===== config.mk =====
export PLATFORM = sky130hd
export DESIGN_NAME = i2c_reg_bridge
export DESIGN_NICKNAME = d
export VERILOG_FILES = /design/src/rtl/i2c_reg_bridge_pkg.sv /design/src/rtl/i2c_reg_bridge.sv
export SDC_FILE = /design/constraint.sdc
export NUM_CORES = 1
export LEC_CHECK = 0
export BUFFER_PORTS_ARGS = -buffer_cell sky130_fd_sc_hd__buf_2
export CELL_PAD_IN_SITES_DETAIL_PLACEMENT = 0
export CELL_PAD_IN_SITES_GLOBAL_PLACEMENT = 1
export CORE_ASPECT_RATIO = 0.6
export CORE_UTILIZATION = 42
export CTS_CLUSTER_SIZE = 30
export DETAILED_ROUTE_END_ITERATION = 10
export PLACE_DENSITY = 0.84
export SETUP_SLACK_MARGIN = 0.5
export SLEW_MARGIN = 30
export SYNTH_ARGS = -nofsm -noshare
export SYNTH_HDL_FRONTEND = slang
export SYNTH_SLANG_ARGS = --single-unit

===== constraint.sdc =====
create_clock -name clk -period 3.1 [get_ports clk]
set_clock_uncertainty 0.05 [all_clocks]
set_input_delay 0.62 -clock clk [delete_from_list [all_inputs] [get_ports clk]]
set_output_delay 0.62 -clock clk [all_outputs]
set_load 0.005 [all_outputs]

===== src/rtl/i2c_reg_bridge_pkg.sv =====
// Shared types for the I2C register bridge: FSM states and byte-index type.
package i2c_reg_bridge_pkg;

    localparam int BYTE_W = 8;

    typedef enum logic [1:0] {
        READ_S  = 2'd0,
        READY_S = 2'd1,
        WRITE_S = 2'd2
    } StateType;

    // Selects one of up to four address/data bytes.
    typedef logic [1:0] IdxType;

endpackage


===== src/rtl/i2c_reg_bridge.sv =====
// Bridges I2C slave byte streams to an auto-incrementing register bus; rxAck one cycle after consume, regWr from the same edge.
// No byte is consumed outside READY_S, so the slave stretches SCL while a register access is pending.
module i2c_reg_bridge
    import i2c_reg_bridge_pkg::*;
#(
    parameter int TPD_P        = 1,
    parameter int ADDR_BYTES_P = 1,
    parameter int DATA_BYTES_P = 1,
    parameter bit ENDIAN_P     = 1'b1,
    parameter int TIMEOUT_P    = 255
) (
    input  logic                      clk,
    input  logic                      aRstN,
    output logic                      enable,
    input  logic                      rxActive,
    input  logic                      rxValid,
    input  logic [BYTE_W-1:0]         rxData,
    output logic                      rxAck,
    input  logic                      txActive,
    input  logic                      txAck,
    input  logic                      nack,
    output logic                      txValid,
    output logic [BYTE_W-1:0]         txData,
    output logic [8*ADDR_BYTES_P-1:0] regAddr,
    output logic                      regWr,
    output logic [8*DATA_BYTES_P-1:0] regWrData,
    output logic                      regRd,
    input  logic [8*DATA_BYTES_P-1:0] regRdData,
    input  logic                      regAck,
    output logic                      regTimeout
);

    localparam int AW = 8 * ADDR_BYTES_P;
    localparam int DW = 8 * DATA_BYTES_P;
    localparam int TW = $clog2(TIMEOUT_P + 1);
    localparam IdxType ADDR_LAST = IdxType'(ADDR_BYTES_P - 1);
    localparam IdxType DATA_LAST = IdxType'(DATA_BYTES_P - 1);
    localparam logic [TW-1:0] TMO_LAST = TW'(TIMEOUT_P - 1);

    typedef struct packed {
        StateType      state;
        logic          enable;
        logic          rx_active;
        logic          start_pend;
        logic          addr_phase;
        IdxType        addr_idx;
        IdxType        byte_idx;
        IdxType        data_idx;
        logic [AW-1:0] ptr;
        logic [DW-1:0] rd_buf;
        logic [DW-1:0] wr_buf;
        logic          rx_ack;
        logic          reg_rd;
        logic          reg_wr;
        logic          timeout;
        logic [TW-1:0] tmo_cnt;
    } RegType;

    localparam RegType REG_INIT = '{state: READ_S, default: '0};

    RegType r_q, r_d;

    // Wire position of the idx-th transferred byte within a data word.
    function automatic IdxType lane(input IdxType idx);
        return ENDIAN_P ? IdxType'(DATA_LAST - idx) : idx;
    endfunction

    function automatic logic [7:0] get_byte(input logic [DW-1:0] buf_v, input IdxType idx);
        logic [7:0] b;
        b = '0;
        for (int i = 0; i < DATA_BYTES_P; i++)
            if (idx == IdxType'(i)) b = buf_v[8*i +: 8];
        return b;
    endfunction

    function automatic logic [DW-1:0] put_byte(input logic [DW-1:0] buf_v, input IdxType idx,
                                               input logic [7:0] b);
        logic [DW-1:0] res;
        res = buf_v;
        for (int i = 0; i < DATA_BYTES_P; i++)
            if (idx == IdxType'(i)) res[8*i +: 8] = b;
        return res;
    endfunction

    always_comb begin
        r_d           = r_q;
        r_d.enable    = 1'b1;
        r_d.rx_ack    = 1'b0;
        r_d.timeout   = 1'b0;
        r_d.rx_active = rxActive;

        // A start seen mid-access is held until the FSM is back in READY_S.
        if (rxActive && !r_q.rx_active) r_d.start_pend = 1'b1;
        if (!rxActive && r_q.rx_active) begin
            r_d.start_pend = 1'b0;
            r_d.addr_phase = 1'b0;
            r_d.data_idx   = '0;
        end

        unique case (r_q.state)
            READ_S: begin
                if (!r_q.reg_rd) begin
                    r_d.reg_rd  = 1'b1;
                    r_d.tmo_cnt = '0;
                end else if (regAck) begin
                    r_d.reg_rd   = 1'b0;
                    r_d.rd_buf   = regRdData;
                    r_d.byte_idx = '0;
                    r_d.state    = READY_S;
                end else if (r_q.tmo_cnt == TMO_LAST) begin
                    r_d.reg_rd   = 1'b0;
                    r_d.rd_buf   = '1;
                    r_d.byte_idx = '0;
                    r_d.timeout  = 1'b1;
                    r_d.state    = READY_S;
                end else begin
                    r_d.tmo_cnt = r_q.tmo_cnt + 1'b1;
                end
            end
            READY_S: begin
                if (r_d.start_pend) begin
                    r_d.start_pend = 1'b0;
                    r_d.addr_phase = 1'b1;
                    r_d.addr_idx   = '0;
                    r_d.data_idx   = '0;
                end
                if (rxValid && !r_q.rx_ack) begin
                    r_d.rx_ack = 1'b1;
                    if (r_d.addr_phase) begin
                        r_d.ptr = AW'({r_q.ptr, rxData});
                        if (r_d.addr_idx == ADDR_LAST) begin
                            r_d.addr_phase = 1'b0;
                            r_d.addr_idx   = '0;
                            r_d.state      = READ_S;
                        end else begin
                            r_d.addr_idx = r_d.addr_idx + 1'b1;
                        end
                    end else begin
                        r_d.wr_buf = put_byte(r_q.wr_buf, lane(r_d.data_idx), rxData);
                        if (r_d.data_idx == DATA_LAST) begin
                            r_d.data_idx = '0;
                            r_d.reg_wr   = 1'b1;
                            r_d.tmo_cnt  = '0;
                            r_d.state    = WRITE_S;
                        end else begin
                            r_d.data_idx = r_d.data_idx + 1'b1;
                        end
                    end
                end else if (txAck) begin
                    if (r_q.byte_idx == DATA_LAST) begin
                        r_d.ptr   = r_q.ptr + 1'b1;
                        r_d.state = READ_S;
                    end else begin
                        r_d.byte_idx = r_q.byte_idx + 1'b1;
                    end
                end
            end
            WRITE_S: begin
                if (regAck || r_q.tmo_cnt == TMO_LAST) begin
                    r_d.reg_wr  = 1'b0;
                    r_d.timeout = !regAck;
                    r_d.ptr     = r_q.ptr + 1'b1;
                    r_d.state   = READ_S;
                end else begin
                    r_d.tmo_cnt = r_q.tmo_cnt + 1'b1;
                end
            end
            default: r_d.state = READ_S;
        endcase
    end

    always_ff @(posedge clk or negedge aRstN) begin
        if (!aRstN) r_q <= REG_INIT;
        else        r_q <= r_d;
    end

    assign enable     = r_q.enable;
    assign rxAck      = r_q.rx_ack;
    assign txValid    = (r_q.state == READY_S);
    assign txData     = get_byte(r_q.rd_buf, lane(r_q.byte_idx));
    assign regAddr    = r_q.ptr;
    assign regWr      = r_q.reg_wr;
    assign regWrData  = r_q.wr_buf;
    assign regRd      = r_q.reg_rd;
    assign regTimeout = r_q.timeout;

    // Observation-only and reserved inputs; the delay parameter has no synthesizable meaning.
    logic unused_ok;
    assign unused_ok = ^{txActive, nack, (TPD_P != 0)};

endmodule

# After elaboration in Yosys (flattened, before gate mapping)
# Cells that the tools add are included.
# W data, S select, Z words.
# totals
ff_bits,48
inputBits,24
output_inout_bits,30
elab_cells,133
# op_classes
addsub,7
eq_ne,20
mux,64
n_bitwise,1
n_reduce_logical,25
# ops
operator,count
$mux W8,14
$mux W2,26
$pmux W8 S3,1
$add A8 B1 Y8 const B,2
$pmux W8 S2,1
$ne A2 B2 Y1 const B,7
$reduce_and A7 Y1,2
$logic_not A2 Y1,6
$mux W1,12
$reduce_and A5 Y1,2
$mux W3,3
$mux W9,1
$ne A3 B3 Y1 const B,3
$eq A8 B8 Y1 const B,1
$mux W4,2
$add A2 B1 Y2 const B,3
$ne A3 B2 Y1 const B,2
$pmux W2 S3,1
$reduce_and A6 Y1,1
$reduce_bool A2 Y1,3
$logic_not A1 Y1,4
$ne A2 B1 Y1 const B,2
$ne A4 B2 Y1 const B,1
$ne A4 B4 Y1 const B,1
other kinds (12),16

# Depth between registers and ports, before layout
# logic_depth
ltp_word,11
depth_mapped,10
depth_no_buf,9

# Worst setup path after synthesis
# No wires, ideal clock.
# synth_path
path_type,input port to flip-flop
start,input port rxActive
end,register r_q[5] (netlist name)
setup_time_ns,0.104
arrival_ns,2.294
t_required_ns,2.946
slack_ns,0.653
cell_stages,10
n_path_buf,2
cell_sequence,nand2b_1 and4b_1 inv_1 ha_1 nand2_1 o21a_1 buf_6 or3_1 buf_2 o41ai_2
# synth_between
elab_chain_cells,8
elab_cells_between_ends,14
cone_classes,eq/ne (2); mux (7); reduce/logical (5)
# synth_lines
element,line_no,rtl
from (decl),i2c_reg_bridge.sv:15,"input logic rxActive,"
$logic_and A1 B1 Y1 or $logic_not A1 Y1 (tied branches),"i2c_reg_bridge.sv:93, i2c_reg_bridge.sv:94",
$mux W1 or $logic_and A1 B1 Y1 (tied branches),"i2c_reg_bridge.sv:93, i2c_reg_bridge.sv:94",
$mux W2,i2c_reg_bridge.sv:94,if (!rxActive && r_q.rx_active) begin
$mux W2,i2c_reg_bridge.sv:121,if (r_d.start_pend) begin
$mux W2,i2c_reg_bridge.sv:100,unique case (r_q.state)
$logic_not A2 Y1,i2c_reg_bridge.sv:140,if (r_d.data_idx == DATA_LAST) begin
$ne A2 B1 Y1 (no line),--,
$reduce_and A7 Y1 (no line) *,--,
to (signal assigned),i2c_reg_bridge.sv:174,else r_q <= r_d;
to (decl),i2c_reg_bridge.sv:61,"RegType r_q, r_d;"
# Mark *: on every way between the ends. The rest lies on a longest branch, timed or not. The select of a mux whose other input is x is not followed.
# A chain may end at the register's enable or synchronous reset.

# Final worst setup path
# Same ends and word-level chain as after synthesis.

==> impl_metrics.toml <==
[routing]
drt-total-wl_mm = 5.83
drc_errors = 0
vias = 2199
wire_per_inst_um = 14.3
drt_first_pass_iters = 4
via_per_inst = 5.38
dr.first_iter.drc_count = 134
antenna_left = 0

[critical_path]
endpoint = "r_q[5]"
crit_fanout = 7
end_kind = "flip-flop"
cp-startpoint = "rxActive"
crit_type = "in -> reg"
cp_data_required_time_ns = 3.26
cp.arrival_ns = 2.51
critPathLaunchType = "input pin"
worstRegToRegCells = 8
r2r-start = "r_q[44]"
worst-r2r-setup-slack_ns = 0.79
r2r-end = "r_q[5]"

[clock_tree]
cts_tree = "done"
numCtsBuffers = 5
root_buffer = "clkbuf_8"
cts.clk_slew.worst_paths_ns = 0.09
cts_resized = 0
ctsHtreeMaxLevel = 2
numClockSinks = 48
cts_setup_buffers = 0
insertion_delay_ns = 0.30
ctsHoldBuffers = 0
cts_buffer_depth = 2

[outcome]
run_status = "finished, final reports clean"

[floorplanning]
start_util_pct = 44.6
die_y_um = 65.2
coreArea_um2 = 6280
die_w_um = 107
rows = 22
io_pins = 54
dieArea_um2 = 7010

[yosys]
synth_area_per_cell_um2 = 9.65
synth-simple-area-share_pct = 16.2
synth_xor_area_share_pct = 0
synth_cell_types = 52
ys_seq_area_share_pct = 42.9
yosys.area.top_type = "dfrtp_1"
synth_area_um2 = 2800
synth_compound_area_share_pct = 21.0
synth_seq_cells = 48
synth-async-reset-ratio_pct = 100
synthFlopType = "dfrtp_1"
synth_area_leaders = "dfrtp_1, ha_1, buf_4"
synthesis.nets = 327
synth_adder_area_share_pct = 5.81
ys_warn_count = 0
synth_top_family_by_area = "compound AO/OA/AOI/OAI gates"
netlist.area_leader.share_pct = 42.9
netlist_instances = 290
synthMuxAreaShare_pct = 4.69
synth_edf_count = 0

[placement]
place_congestion = 0.784
hpwl_mm = 4.32
port_buffers = 51

[timing]
setup_violations = 0
slew-limit-headroom_pct = 55.6
hold_viol = 0
worst_pin_slew_ns = 0.667
fin_crit_ns = 2.35
slew_viol_final = 0
rsz0062_at_grt = "no"
setup_tns_ns = 0
clock.fmax_mhz = 426
post-route-period-util_pct = 75.8

[hold_path]
hold_path_class = "in -> async"

[global_routing]
grt_pass1_vias = 1966
grt-ovfl-total = 0
grt_start_max_net_pins = 34
antenna_found_initial = 0
grt_util_all_layers_pct = 18.1
grt_pass1_wl_mm = 9.77

[run]
cap_violations = 0

[power]
seq_power_share_pct = 35.3
combPwrFrac_pct = 50.6
vdd.ir_drop.worst_v = 0.000353
leakagePower_nw = 1.43
p_per_area_nw_per_um2 = 906
p_int_mw = 1.64
power_mw = 2.81
clkPwrFrac_pct = 14.1
netSwitchingPower_mw = 1.17
sw_frac_of_total_pct = 41.6

[final_layout]
final_cell_mix = "buf_2, dfrtp_1, nor2_1, inv_1, nand2_1"
area_growth_pct = 10.6
layout-drive-gt1-share_pct = 25.5
final_common_cell = "buf_2"
antennaDiodeCount = 0
fin_nets = 361
[final cells by class]
class / instances / area, um2
Fill cell: 594 / 3180
Multi-Input combinational cell: 195 / 1340
Sequential cell: 48 / 1200
Timing Repair Buffer: 55 / 285
Tap cell: 84 / 105
Clock buffer: 7 / 86.3
Inverter: 19 / 71.3
Clock inverter: 1 / 7.51
[state kept, by name, indices dropped and copies added (netlist names)]
name,flops
regTimeout,1
regRd,1
rxAck,1
enable,1
regWrData,8
regAddr,8
regWr,1
r_q,27
[Yosys cell counts, drive strengths merged (2+ instances only)]
library cell,instances
o31ai,11
a32o,3
nand2b,5
and2,8
and4,2
nand2,18
a31oi,11
mux2i,3
o221ai,4
nor2b,4
dfrtp,48
and3,6
inv,19
a21oi,14
buf,23
o41ai,2
ha,13
a21o,2
nor2,22
clkbuf,5
o22ai,3
nand3,13
a2bb2oi,5
mux2,9
o21ai,16
or2b,2
a211oi,3
nor3b,2
[per-stage QoR]
stage	utilization, %	setup WS, ns	area, um2	cells	hold slack, ns
global placement	47.8	0.463	3000	401	0.428
CTS	49.3	0.761	3100	409	0.180
finish	49.3	0.750	3100	409	0.173
floorplan	-	0.653	2800	290	0.274
global route	49.3	0.611	3100	409	0.189
detailed placement	47.8	0.445	3000	401	0.436
[power by group through the flow]
stage	registers, mW	clock network (mW)	logic [mW]
3_3_place_gp	0.989	0	1.40
5_1_grt	1.02	0.436	1.59
2_1_floorplan	0.960	0	1.15
6_report	0.991	0.395	1.42
3_5_place_dp	1.00	0	1.42
4_1_cts	0.991	0.408	1.43
[worst max-delay path, stage by stage]
cell	delay [ns]
buf_2	0.15
nand2b_1	0.21
and4b_1	0.25
inv_1	0.08
ha_1	0.19
nand2_1	0.08
o21a_1	0.18
or3_1	0.44
o41ai_2	0.31
[kinds of logic (layout without fill, tap and decap cells)]
logic type               count (synthesis)  count (layout)
AO/OA/AOI/OAI                           82              82
adder cells (fa/ha/maj)                 13              13
buffers and inverters                   47              82
flip-flops                              48              48
multiplexers                            12              12
other                                    1               1
AND/OR/NAND/NOR                         87              87
[per-layer routing]
metal,GRT usage [%],up-vias,routed length (um)
met5,0,-,0
met4,4.11,0,38
met3,3.87,5,354
met2,25.3,61,2400
met1,27.9,1032,3050
li1,-,1101,-
[worst min path at each step]
| stage | end | slack [ns] | startpoint | cells after the start |
|---|---|---|---|---|
| 2_1_floorplan | enable | 0.27 | aRstN | 0 |
| 3_3_place_gp | r_q[41] | 0.43 | r_q[41] | 1 |
| 3_5_place_dp | r_q[40] | 0.44 | r_q[40] | 1 |
| 4_1_cts | enable | 0.18 | aRstN | 1 |
| 5_1_grt | r_q[43] | 0.19 | aRstN | 1 |
| 6_report | enable | 0.17 | aRstN | 1 |
No activity file was read; power rests on OpenSTA's default activity.
